<file path="src/rtl/keypad_matrix_scanner_if.sv">
// Keypad-side signal bundle: column drive out, row lines in, and the decoded key report.
// master = scanner, slave = keypad/consumer side.
interface keypad_matrix_scanner_if;
   logic [3:0] row_in;
   logic [3:0] col_out;
   logic [3:0] key_code;
   logic       key_valid;
   logic       key_held;

   modport master (
      input  row_in,
      output col_out,
      output key_code,
      output key_valid,
      output key_held
   );

   modport slave (
      output row_in,
      input  col_out,
      input  key_code,
      input  key_valid,
      input  key_held
   );
endinterface

</file>
<file path="src/rtl/keypad_matrix_scanner.sv">
// 4x4 keypad scanner: one-hot column scan, per-frame classification, single-key debounce.
// Optional auto-repeat while a key is held is enabled by defining KEYPAD_REPEAT_EN.
module keypad_matrix_scanner #(
   parameter int SCAN_DIV      = 2500,
   parameter int DEBOUNCE      = 4,
   parameter int REPEAT_FRAMES = 50
) (
   input  logic clock,
   input  logic reset,
   keypad_matrix_scanner_if.master kp
);
   localparam int DIV_W = $clog2(SCAN_DIV);
   localparam int CNT_W = $clog2(DEBOUNCE + 1);
   localparam logic [DIV_W-1:0] DIV_LAST = DIV_W'(SCAN_DIV - 1);
   localparam logic [CNT_W:0]   DEB_N    = (CNT_W+1)'(DEBOUNCE);
`ifdef KEYPAD_REPEAT_EN
   localparam int REP_W = $clog2(REPEAT_FRAMES + 1);
   localparam logic [REP_W:0] REP_N = (REP_W+1)'(REPEAT_FRAMES);
`endif

   typedef enum logic [1:0] {
      ST_IDLE,
      ST_DEBOUNCE,
      ST_PRESSED,
      ST_RELEASE
   } state_t;

   logic [3:0]       row_s1_q, row_s2_q;
   logic [DIV_W-1:0] div_q, div_d;
   logic [3:0]       col_q, col_d;
   logic [15:0]      acc_q, acc_d;
   state_t           state_q, state_d;
   logic [3:0]       cand_q, cand_d;
   logic [CNT_W-1:0] cnt_q, cnt_d;
   logic [3:0]       code_q, code_d;
   logic             valid_q, valid_d;
   logic             held_q, held_d;
`ifdef KEYPAD_REPEAT_EN
   logic [REP_W-1:0] rep_q, rep_d;
   logic [REP_W:0]   rep_inc;
`endif

   logic        tick;
   logic        frame_end;
   logic [1:0]  col_idx;
   logic [4:0]  n_ones;
   logic [3:0]  hit_code;
   logic        is_none, is_one;
   logic [CNT_W:0] cnt_inc;
   logic        accept, release_done;

   always_ff @(posedge clock or negedge reset) begin
      if (!reset) begin
         row_s1_q <= '0;
         row_s2_q <= '0;
         div_q    <= '0;
         col_q    <= 4'b0001;
         acc_q    <= '0;
         state_q  <= ST_IDLE;
         cand_q   <= '0;
         cnt_q    <= '0;
         code_q   <= '0;
         valid_q  <= 1'b0;
         held_q   <= 1'b0;
`ifdef KEYPAD_REPEAT_EN
         rep_q    <= '0;
`endif
      end else begin
         row_s1_q <= kp.row_in;
         row_s2_q <= row_s1_q;
         div_q    <= div_d;
         col_q    <= col_d;
         acc_q    <= acc_d;
         state_q  <= state_d;
         cand_q   <= cand_d;
         cnt_q    <= cnt_d;
         code_q   <= code_d;
         valid_q  <= valid_d;
         held_q   <= held_d;
`ifdef KEYPAD_REPEAT_EN
         rep_q    <= rep_d;
`endif
      end
   end

   always_comb begin
      col_idx = 2'd0;
      for (int i = 0; i < 4; i++) begin
         if (col_q[i]) col_idx = 2'(i);
      end
   end

   // acc_d already holds the column-3 sample on the frame-end tick, so it is the snapshot.
   always_comb begin
      tick      = (div_q == DIV_LAST);
      frame_end = tick && col_q[3];
      div_d     = tick ? '0 : div_q + 1'b1;
      col_d     = tick ? {col_q[2:0], col_q[3]} : col_q;
      acc_d     = acc_q;
      if (tick) acc_d[{col_idx, 2'b00} +: 4] = row_s2_q;
   end

   always_comb begin
      n_ones   = '0;
      hit_code = '0;
      for (int i = 0; i < 16; i++) begin
         if (acc_d[i]) begin
            n_ones   = n_ones + 5'd1;
            hit_code = 4'(i);
         end
      end
      is_none = (n_ones == 5'd0);
      is_one  = (n_ones == 5'd1);
   end

   always_comb begin
      state_d      = state_q;
      cand_d       = cand_q;
      cnt_d        = cnt_q;
      code_d       = code_q;
      valid_d      = 1'b0;
      held_d       = held_q;
      accept       = 1'b0;
      release_done = 1'b0;
      cnt_inc      = {1'b0, cnt_q} + 1'b1;
`ifdef KEYPAD_REPEAT_EN
      rep_d        = rep_q;
      rep_inc      = {1'b0, rep_q} + 1'b1;
`endif
      if (frame_end) begin
         case (state_q)
            ST_IDLE: begin
               if (is_one) begin
                  cand_d = hit_code;
                  if (DEBOUNCE == 1) begin
                     accept = 1'b1;
                  end else begin
                     state_d = ST_DEBOUNCE;
                     cnt_d   = CNT_W'(1);
                  end
               end
            end
            ST_DEBOUNCE: begin
               if (is_one && hit_code == cand_q) begin
                  if (cnt_inc >= DEB_N) accept = 1'b1;
                  else                  cnt_d  = cnt_inc[CNT_W-1:0];
               end else if (is_one) begin
                  cand_d = hit_code;
                  cnt_d  = CNT_W'(1);
               end else begin
                  state_d = ST_IDLE;
                  cnt_d   = '0;
               end
            end
            ST_PRESSED: begin
               if (is_none) begin
                  if (DEBOUNCE == 1) begin
                     release_done = 1'b1;
                  end else begin
                     state_d = ST_RELEASE;
                     cnt_d   = CNT_W'(1);
                  end
`ifdef KEYPAD_REPEAT_EN
                  rep_d = '0;
`endif
               end else begin
                  if (is_one && hit_code == code_q) cnt_d = '0;
`ifdef KEYPAD_REPEAT_EN
                  // The held key still being seen counts, even alongside extra keys.
                  if (acc_d[code_q]) begin
                     if (rep_inc >= REP_N) begin
                        valid_d = 1'b1;
                        rep_d   = '0;
                     end else begin
                        rep_d = rep_inc[REP_W-1:0];
                     end
                  end
`endif
               end
            end
            ST_RELEASE: begin
               if (is_none) begin
                  if (cnt_inc >= DEB_N) release_done = 1'b1;
                  else                  cnt_d        = cnt_inc[CNT_W-1:0];
               end else begin
                  state_d = ST_PRESSED;
                  cnt_d   = '0;
`ifdef KEYPAD_REPEAT_EN
                  rep_d   = '0;
`endif
               end
            end
            default: state_d = ST_IDLE;
         endcase

         if (accept) begin
            state_d = ST_PRESSED;
            code_d  = hit_code;
            valid_d = 1'b1;
            held_d  = 1'b1;
            cnt_d   = '0;
`ifdef KEYPAD_REPEAT_EN
            rep_d   = '0;
`endif
         end
         if (release_done) begin
            state_d = ST_IDLE;
            held_d  = 1'b0;
            cnt_d   = '0;
         end
      end
   end

   assign kp.col_out   = col_q;
   assign kp.key_code  = code_q;
   assign kp.key_valid = valid_q;
   assign kp.key_held  = held_q;

endmodule

</file>
<file path="src/flat_wrapper.sv">
// flat-port wrapper written by rule: the top's interface ports become plain ports
module keypad_matrix_scanner_flat 
#(
   parameter int SCAN_DIV      = 2500,
   parameter int DEBOUNCE      = 4,
   parameter int REPEAT_FRAMES = 50
)
  (clock, reset, kp_row_in, kp_col_out, kp_key_code, kp_key_valid, kp_key_held);
  keypad_matrix_scanner_if kp_i ();
  input  logic clock;
  input  logic reset;
  input wire logic [$bits(kp_i.row_in)-1:0] kp_row_in;
  output wire logic [$bits(kp_i.col_out)-1:0] kp_col_out;
  output wire logic [$bits(kp_i.key_code)-1:0] kp_key_code;
  output wire logic [$bits(kp_i.key_valid)-1:0] kp_key_valid;
  output wire logic [$bits(kp_i.key_held)-1:0] kp_key_held;
  assign kp_i.row_in = kp_row_in;
  assign kp_col_out = kp_i.col_out;
  assign kp_key_code = kp_i.key_code;
  assign kp_key_valid = kp_i.key_valid;
  assign kp_key_held = kp_i.key_held;
  keypad_matrix_scanner #(.SCAN_DIV(SCAN_DIV), .DEBOUNCE(DEBOUNCE), .REPEAT_FRAMES(REPEAT_FRAMES)) u_core (.clock(clock), .reset(reset), .kp(kp_i));
endmodule
</file>
<file path="config.mk">
export PLATFORM = sky130hd
export DESIGN_NAME = keypad_matrix_scanner_flat
export DESIGN_NICKNAME = d
export VERILOG_FILES = /design/src/rtl/keypad_matrix_scanner_if.sv /design/src/rtl/keypad_matrix_scanner.sv /design/src/flat_wrapper.sv
export SDC_FILE = /design/constraint.sdc
export NUM_CORES = 1
export LEC_CHECK = 0
export ABC_AREA = 1
export ABC_CLOCK_PERIOD_IN_PS = 26800
export BUFFER_PORTS_ARGS = -buffer_cell sky130_fd_sc_hd__buf_2
export CAP_MARGIN = 20
export CORE_AREA = 4 4 102 104
export DETAILED_ROUTE_END_ITERATION = 16
export DIE_AREA = 0 0 106 108
export PLACE_DENSITY_LB_ADDON = 0.3
export SLEW_MARGIN = 20
export SYNTH_ARGS = -nofsm -noshare
export SYNTH_HDL_FRONTEND = slang
export SYNTH_SLANG_ARGS = --single-unit
</file>
<file path="constraint.sdc">
create_clock -name clock -period 26.8 [get_ports clock]
set_input_delay 5.36 -clock clock [delete_from_list [all_inputs] [get_ports clock]]
set_output_delay 5.36 -clock clock [all_outputs]
set_load 0.01 [all_outputs]
</file>
==> metrics.txt, run 1 <==
status=complete, no violations; I/O pins=16; Core Box Area=9550 µm²; Die Ht=~110 µm; Largest stage delay, worst path=460 ps; Seq/Total Area, Yosys=0.293; fmax=about 95 MHz; CTS Sinks=55; ANT cells=0; Iter 0 DRT Violations=158; initial antenna violation count=0; largest net degree at the start of global routing=56; final hold vios=0; worst slew pin tran=811 ps; family with the most delay on the worst path=simple AND/OR/NAND/NOR gates; worst hold path class=register to register; # port buffers=15; Routed Antenna Nets=0; crit path buf inv count=10; synth-to-layout area growth=6.90%; Crit Path Category=register to register; Rel. slew slack=0.454; cts repair resizes=0; RePlAce Congestion=0.924; die area=between 10000 and 15000 µm²; Critical Path RT=roughly 27000 ps; Syn Nets=724; CTS clk-pin slew, worst paths=roughly 100 ps; drt pass-1 iters=5; Storage cell area=1380 µm²; worst skew pair latency=310 ps; Slowest-stage cell, CP=dfrtp_1; final wirelength=9060 µm; # rows=36; CTS max path bufs=2; vias per inst=4.86; pre-CTS setup slack=16260 ps; Post-synth EDFFs=0; Yosys Warn Count=0; CTS root buf=clkbuf_8; cells after synthesis=between 600 and 700; postcts setup bufs=0; fin crit period=10560 ps; first-pass GRT wire length=16900 µm; CTS H-tree lvls=2; drt wl/cell=roughly 11 µm; Multi-input gate area=roughly 2800 µm²; vias=4147; CTS tree=done; Max Cap Viol=0; Slew Viols, Final=0; most used cell, CP=nand2_1; leak pwr=2.90 nW; flop and latch count out of synthesis=55; setup_tns=0 ps; fillers=951; Final Skew=between 5 and 6 ps; Final nets=745; DP HPWL=7430 µm; Distinct cells, synth=46; syn avg cell area=6.73 µm²; die width=106 µm; setup slack after layout=16240 ps; DR DRC count=0; Critical Path End Type=register; initial cell density of the core=0.492; Synth Flop Type=dfrtp_1; Worst VDD drop=around 0.000025 V; setup violators final=0; post-synthesis cell area=about 4700 µm²; CP Max Fanout=9; startpoint types=register; Period Utilization, post-route=0.394; CP arrival=10770 ps; CTS buffer count=5; RSZ-0062 raised after global routing=false; share of cells above drive strength 1=0.183; Hold-fix buffers, CTS=0; global-route usage over all layers=0.174; PD cells=26.6 nW/µm²; ys async rst share=1.00; gr ovfl total=0; vias in the first global route=4099
## path summary, 6_finish.rpt
| check | endpoint | cells after the start | slack (ps) | from |
|---|---|---|---|---|
| setup / recovery | u_core.state_q[0] | 66 | 16240 | u_core.kp.col_out[1] |
| hold / removal | u_core.row_s2_q[3] | 0 | 350 | u_core.row_s1_q[3] |
| setup reg to reg | u_core.state_q[0] | 66 | 16240 | u_core.kp.col_out[1] |
| hold reg to reg | u_core.row_s2_q[3] | 0 | 350 | u_core.row_s1_q[3] |
| max in group asynchronous | u_core.row_s2_q[0] | 2 | 21170 | reset |
| min in group asynchronous | u_core.cnt_q[2] | 2 | 5160 | reset |
## routing by layer
metal  vias to the layer above  global-route usage  wire [µm]
li1                       2220                   -          -
met1                      1880               0.216       4310
met2                        40               0.323       4450
met3                         7              0.0203        205
met4                         0              0.0407         87
met5                         -                   0          0
## cells in the mapped netlist, types with 11 or more instances
cell,n,area share
nand2_1,181,0.14
inv_2,14,0.011
nand2_2,48,0.064
dfrtp_1,54,0.29
nand4_1,11,0.015
nand3_1,64,0.068
ha_1,20,0.053
o21ai_0,18,0.019
inv_1,113,0.090
nor2_1,57,0.046
nand3_2,19,0.040
## per-stage QoR
stage | hold WS, ps | instances | power [mW] | utilization | area [µm²]
floorplan | 331 | 698 | 0.0860 | - | 4700
global placement | 335 | 845 | 0.0883 | 0.517 | 4930
detailed placement | 335 | 845 | 0.0884 | 0.517 | 4930
CTS | 357 | 853 | 0.136 | 0.526 | 5020
global route | 360 | 853 | 0.139 | 0.526 | 5020
finish | 353 | 853 | 0.134 | 0.526 | 5020
## layout by cell type (no fill, tap or decap), types with 4 or more instances in the layout
cell type / count
nand4_1: 11
nand2_2: 48
nor2_2: 5
ha_1: 20
o21ai_1: 10
nand2_1: 181
xor2_1: 10
or2_2: 4
a21oi_1: 10
o21ai_0: 18
inv_2: 14
dfrtp_1: 54
buf_2: 15
nand3_2: 19
nor2_4: 5
nand2_4: 5
nand3_1: 64
nand3b_1: 8
inv_1: 113
clkbuf_8: 6
nor3_1: 9
nor2_1: 57
## cell type report
type	count	share of cell area
tap	133	0.0331
timing repair buffer	16	0.0164
clock inverter	1	0.000996
inverter	132	0.0994
sequential	55	0.274
clock buffer	7	0.0172
multi-input combinational	509	0.559
## cell families (layout without fill, tap and decap cells)
kind of cell / count (synthesis) / in the layout / synth area share
AOI/OAI and AO/OA: 50 / 50 / 0.0644
xor gates and xnor gates: 13 / 13 / 0.0242
buffers and inverters: 134 / 156 / 0.110
muxes: 1 / 1 / 0.00213
and+or+nand+nor: 425 / 425 / 0.453
adders and majority gates: 20 / 20 / 0.0532
DFF: 55 / 55 / 0.293
## state kept, by name, summed over array words and instances (netlist names)
name	count
u_core.div_q	12
u_core.row_s1_q	4
u_core.kp.key_held	1
u_core.cnt_q	3
u_core.acc_q	16
u_core.state_q	2
u_core.kp.col_out	4
u_core.row_s2_q	4
u_core.cand_q	4
u_core.kp.key_valid	1
u_core.kp.key_code	4
## power breakdown
group	internal, mW	total, mW	switching, mW	leakage (nW)
sequential	0.0835	0.0840	0.000440	0.732
clock	0.0209	0.0472	0.0263	0.0482
combinational	0.000585	0.00261	0.00203	2.12
total	0.105	0.134	0.0288	2.90
(Power assumes the default switching activity.)
==> run 2: changes to the inputs <==
--- a/config.mk
+++ b/config.mk
@@ -6,7 +6,7 @@
 export NUM_CORES = 1
 export LEC_CHECK = 0
 export ABC_AREA = 1
-export ABC_CLOCK_PERIOD_IN_PS = 26800
+export ABC_CLOCK_PERIOD_IN_PS = 10100
 export BUFFER_PORTS_ARGS = -buffer_cell sky130_fd_sc_hd__buf_2
 export CAP_MARGIN = 20
 export CORE_AREA = 4 4 102 104
==> constraint.sdc (replaced) <==
create_clock -name clock -period 10.1 [get_ports clock]
set_input_delay 2.02 -clock clock [delete_from_list [all_inputs] [get_ports clock]]
set_output_delay 2.02 -clock clock [all_outputs]
set_load 0.01 [all_outputs]
==> run 2 against run 1 <==
  * Utilization increased by 3.5 points
  * Die area did not move
  * Critical path depth up 2
  * Worst hold slack better by 4.4 ps
  * Critical endpoint is now u_core.kp.key_code[3]
  * Largest cell class unchanged
  * Largest power group unchanged
==> metrics.txt, run 2 (synthesized netlist as in run 1, its figures left out) <==
Iter 0 DRT Violations=163 (was 158); Rel. slew slack=0.382 (was 0.454); final hold vios=0 (unchanged); Largest stage delay, worst path=440 ps (was 460 ps); Placement Cell Area=5000 µm² (was 4930 µm²); Final Skew=12.4 ps (was 5.86 ps); drt wl/cell=11.4 µm (was 10.6 µm); CTS root buf=clkbuf_8 (unchanged); initial antenna violation count=0 (unchanged); startpoint types=register (unchanged); vias per inst=5.00 (was 4.86); first-pass GRT wire length=17500 µm (was 16900 µm); Final nets=765 (was 745); CTS Sinks=55 (unchanged); fmax=105 MHz (was 94.7 MHz); PD cells=66.6 nW/µm² (was 26.6 nW/µm²); die area=11400 µm² (unchanged); Max Cap Viol=0 (unchanged); # rows=36 (unchanged); vias=4367 (was 4147); ANT cells=0 (unchanged); most used cell, CP=nand2_2 (was nand2_1); CTS tree=done (unchanged); Worst VDD drop=0.0000557 V (was 0.0000253 V); vias in the first global route=4234 (was 4099); status=complete, no violations (unchanged); FF-to-FF Start=u_core.kp.col_out[2] (was u_core.kp.col_out[1]); CP arrival=9770 ps (was 10770 ps); largest net degree at the start of global routing=56 (unchanged); commonest cells after routing, fill and taps aside=163 x nand2_1, 112 x inv_1, 66 x nand2_2, 62 x nand3_1, 55 x nor2_1 (was 181 x nand2_1, 113 x inv_1, 64 x nand3_1, 57 x nor2_1, 54 x dfrtp_1); hold path cells=0 (unchanged); R2R depth=68 (was 66); Critical Path End Type=register (unchanged); Largest register FFs=16 (unchanged); final wirelength=9990 µm (was 9060 µm); worst slew pin tran=917 ps (was 811 ps); design area=5360 µm² (was 5020 µm²); synth-to-layout area growth=14.1% (was 6.90%); hold wc startpoint=u_core.row_s1_q[0] (was u_core.row_s1_q[3]); # port buffers=15 (unchanged); fillers=918 (was 951); initial cell density of the core=0.492 (unchanged); DP HPWL=7810 µm (was 7430 µm); I/O pins=16 (unchanged); commonest non-fill, non-tap cell in the layout=nand2_1 (unchanged); setup violators final=0 (unchanged); drt pass-1 iters=5 (unchanged); die width=106 µm (unchanged); Slew Viols, Final=0 (unchanged); RePlAce Congestion=0.880 (was 0.924); Core Box Area=9550 µm² (unchanged); CP Max Fanout=6 (was 9); Period Utilization, post-route=0.942 (was 0.394); FF-to-FF End=u_core.kp.key_code[3] (was u_core.state_q[0]); CTS buffer count=5 (unchanged); global-route usage over all layers=0.180 (was 0.174); reg2reg setup slack=590 ps (was 16240 ps); Critical Path RT=10350 ps (was 27010 ps); worst skew pair latency=320 ps (was 310 ps); Die Ht=108 µm (unchanged); fin crit period=9510 ps (was 10560 ps); Slowest-stage cell, CP=dfrtp_2 (was dfrtp_1); Crit Path Category=register to register (unchanged); gr ovfl total=0 (unchanged); share of cells above drive strength 1=0.255 (was 0.183); CTS clk-pin slew, worst paths=110 ps (was 100 ps); Hold Path End=u_core.row_s2_q[0] (was u_core.row_s2_q[3]); worst hold path class=register to register (unchanged); biggest regs=u_core.acc_q x16, u_core.div_q x12 (unchanged); CTS max path bufs=2 (unchanged); CTS H-tree lvls=2 (unchanged); Hold-fix buffers, CTS=0 (unchanged); Largest Register=u_core.acc_q (unchanged); leak pwr=3.00 nW (was 2.90 nW); final core occ=0.561 (was 0.526); Routed Antenna Nets=0 (unchanged); DR DRC count=0 (unchanged)
-- run 2: cell count changes in the layout (fill, tap and decap cells not counted), sizes merged --
| cell | delta |
|---|---|
| clkbuf | -2 |
| buf | +20 |
| clkinvlp | +1 |
| inv | +1 |
-- run 2: stage by stage --
step	instances	total power [mW]	worst slack [ps]	TNS, ps	hold slack, ps
after CTS	864	0.361	12.3	0	356
after global routing	873	0.370	-18.6	-41.5	375
after floorplan	698	0.228	266	0	331
final	873	0.357	588	0	357
after global placement	854	0.234	202	0	335
after detailed placement	854	0.235	-231	-2250	338
-- run 2: area by class of cell --
class,instances,area (µm²),area share
tap,133,166,0.0310
timing repair buffer,36,233,0.0434
multi-input combinational,509,2990,0.557
sequential,55,1380,0.257
clock buffer,5,68.8,0.0128
inverter,132,502,0.0936
clock inverter,3,25.0,0.00467
-- run 2: where the power goes --
part	leakage [nW]	internal [mW]	switching (mW)
Combinational	2.23	0.00156	0.00548
Sequential	0.729	0.222	0.00126
Clock	0.0443	0.0498	0.0773
-- run 2: how the worst max path moves through the flow --
| stage | start | to | depth (start not counted) |
|---|---|---|---|
| after floorplan | u_core.kp.col_out[1] | u_core.state_q[0] | 65 |
| after global placement | u_core.kp.col_out[3] | u_core.state_q[0] | 65 |
| after detailed placement | u_core.kp.col_out[3] | u_core.state_q[0] | 66 |
| after CTS | u_core.div_q[0] | u_core.kp.key_code[3] | 67 |
| after global routing | u_core.div_q[0] | u_core.kp.key_code[3] | 67 |
| final | u_core.kp.col_out[2] | u_core.kp.key_code[3] | 68 |
-- run 2: repair_timing --
action	CTS	global route
gates resized for setup	11	35
setup endpoints to repair	15	15
buffers inserted	2	9
pin swaps	7	22
-- run 2: metal layers --
metal / track usage / vias up / part of all wire
met5: 0 / - / 0
met4: 0.0537 / 0 / 0.016
met3: 0.0191 / 16 / 0.023
met2: 0.338 / 54 / 0.51
met1: 0.218 / 2034 / 0.45
li1: - / 2263 / -
-- run 2: worst max-delay path: cells and delay by family, from the launching register on --
family | cells | cell delay, ps
buffers and inverters | 11 | 550
adder cells (fa/ha/maj) | 15 | 3680
AO/OA/AOI/OAI | 2 | 240
flip-flops | 1 | 440
AND/OR/NAND/NOR | 40 | 4480
==> run 3: changes to the inputs <==
--- a/config.mk
+++ b/config.mk
@@ -12,6 +12,7 @@
 export CORE_AREA = 4 4 102 104
 export DETAILED_ROUTE_END_ITERATION = 16
 export DIE_AREA = 0 0 106 108
+export GPL_TIMING_DRIVEN = 0
 export PLACE_DENSITY_LB_ADDON = 0.3
 export SLEW_MARGIN = 20
 export SYNTH_ARGS = -nofsm -noshare
==> run 3 against run 2 <==
  * Worst hold slack got worse by 1.8 ps
  * Clock skew fell by 4.9 ps
  * Combinational power down 5.1%
  * Utilization grew 0.72 points
  * Cell count up 0.46%
  * First-iteration DRC count rose by 48%
  * Sequential share of layout area decreased by 0.33 points
  * Routed wire length fell by 3.3%
  * Design area up 1.3%
  * Global-route usage shrank 0.21 points
  * Setup slack worse by 100 ps
  * Sequential cell count unchanged
  * Critical path type unchanged
  * Largest power group unchanged
==> metrics.txt, run 3 (synthesized netlist as in run 1, its figures left out) <==
Period Utilization, post-route=0.952 (was 0.942); final hold vios=0 (unchanged); CTS root buf=clkbuf_8 (unchanged); reg2reg setup slack=490 ps (was 590 ps); leak pwr=3.02 nW (was 3.00 nW); I/O pins=16 (unchanged); gr ovfl total=0 (unchanged); CTS tree=done (unchanged); Iter 0 DRT Violations=241 (was 163); die width=106 µm (unchanged); Largest stage delay, worst path=440 ps (about the same); status=complete, no violations (unchanged); worst skew pair latency=300 ps (was 320 ps); setup_tns=0 ps (unchanged); setup violators final=0 (unchanged); share of cells above drive strength 1=0.267 (was 0.255); Pint=0.279 mW (was 0.273 mW); CP arrival=9810 ps (was 9770 ps); Core Box Area=9550 µm² (unchanged); CTS H-tree lvls=2 (unchanged); cell count after placement=846 (was 854); worst slew pin tran=818 ps (was 917 ps); CP Max Fanout=4 (was 6); Comb power frac=0.019 (was 0.020); CTS Sinks=55 (unchanged); drt pass-1 iters=4 (was 5); Design Power=0.354 mW (was 0.357 mW); sequential power share=0.630 (was 0.624); Critical Path End Type=register (unchanged); setup slack after layout=488 ps (was 588 ps); Slowest-stage cell, CP=dfrtp_1 (was dfrtp_2); Rel. slew slack=0.449 (was 0.382); fin crit period=9610 ps (was 9510 ps); Worst VDD drop=0.0000497 V (was 0.0000557 V); Final nets=769 (was 765); PD cells=65.1 nW/µm² (was 66.6 nW/µm²); Hold-fix buffers, CTS=0 (unchanged); commonest non-fill, non-tap cell in the layout=nand2_1 (unchanged); Critical Path RT=10300 ps (was 10350 ps); global-route usage over all layers=0.178 (was 0.180); initial antenna violation count=0 (unchanged); # rows=36 (unchanged); CTS buffer count=5 (unchanged); Largest Register=u_core.acc_q (unchanged); vias=4273 (was 4367); pre-CTS setup slack=-634 ps (was -231 ps); switching power=0.0750 mW (was 0.0841 mW); RePlAce Congestion=0.808 (was 0.880); largest net degree at the start of global routing=56 (unchanged); biggest regs=u_core.acc_q x16, u_core.div_q x12 (unchanged); first-pass GRT wire length=17300 µm (was 17500 µm); final cell count without fillers=877 (was 873); Largest register FFs=16 (unchanged); Crit Path Category=register to register (unchanged); drt wl/cell=11.0 µm (was 11.4 µm); Routed Antenna Nets=0 (unchanged); worst hold path class=register to register (unchanged); CTS clk-pin slew, worst paths=100 ps (was 110 ps); die area=11400 µm² (unchanged); most used cell, CP=nand2_2 (unchanged); ANT cells=0 (unchanged); startpoint types=register (unchanged); Die Ht=108 µm (unchanged); Slew Viols, Final=0 (unchanged); initial cell density of the core=0.492 (unchanged); synth-to-layout area growth=15.5% (was 14.1%); Sw Ratio=0.212 (was 0.235); fmax=104 MHz (was 105 MHz); # port buffers=15 (unchanged); DP HPWL=7420 µm (was 7810 µm); commonest cells after routing, fill and taps aside=160 x nand2_1, 109 x inv_1, 67 x nand2_2, 61 x nand3_1, 55 x nor2_1 (was 163 x nand2_1, 112 x inv_1, 66 x nand2_2, 62 x nand3_1, 55 x nor2_1); final wirelength=9660 µm (was 9990 µm); power share of the clock group=0.351 (was 0.356); vias per inst=4.87 (was 5.00); Max Cap Viol=0 (unchanged); DR DRC count=0 (unchanged); CTS max path bufs=2 (unchanged); hold slack=356 ps (was 357 ps); Final Skew=7.50 ps (was 12.4 ps); vias in the first global route=4188 (was 4234)
run 3: critical path, delay by kind of cell, from the launching register on:
family          cells  cell delay, ps
simple gates       41            4410
flops               1             440
fa+ha+maj          14            3470
compound gates      1             170
buf+inv            14             950
run 3: power by group through the flow:
stage	combinational [mW]	sequential (mW)	clock, mW
after global placement	0.00681	0.227	0
after global routing	0.00809	0.223	0.138
final	0.00668	0.223	0.124
after CTS	0.00706	0.223	0.129
after detailed placement	0.00705	0.227	0
after floorplan	0.00140	0.227	0
run 3: per-layer routing:
layer / vias up / track usage / share of wire
met2: 53 / 0.327 / 0.50
met1: 1923 / 0.217 / 0.45
met5: - / 0 / 0
met4: 0 / 0.0583 / 0.022
li1: 2278 / - / -
met3: 19 / 0.0221 / 0.024
run 3: worst paths after layout:
check | from | to | cells after the start
max reg2reg | u_core.kp.col_out[2] | u_core.state_q[0] | 70
min in group asynchronous | reset | u_core.cnt_q[1] | 1
min reg2reg | u_core.row_s1_q[0] | u_core.row_s2_q[0] | 0
max in group asynchronous | reset | u_core.kp.col_out[3] | 1
max | u_core.kp.col_out[2] | u_core.state_q[0] | 70
min | u_core.row_s1_q[0] | u_core.row_s2_q[0] | 0
run 3: per-stage QoR:
step	instance area, µm²	utilization
floorplan	4700	-
global placement	4940	0.517
detailed placement	4940	0.518
CTS	5190	0.543
global route	5430	0.569
finish	5430	0.569
run 3: layout make-up:
| type | instances | area (µm²) |
|---|---|---|
| Timing Repair Buffer | 39 | 263 |
| Tap cell | 133 | 166 |
| Clock buffer | 7 | 86.3 |
| Buffer | 1 | 11.3 |
| Multi-Input combinational cell | 509 | 3020 |
| Fill cell | 913 | 4120 |
| Clock inverter | 1 | 5.00 |
| Inverter | 132 | 502 |
| Sequential cell | 55 | 1380 |
run 3: timing repair:
action,CTS,global route
gates resized for setup,22,35
pin swaps,11,20
buffers inserted,10,14
endpoints found under the setup margin,15,15
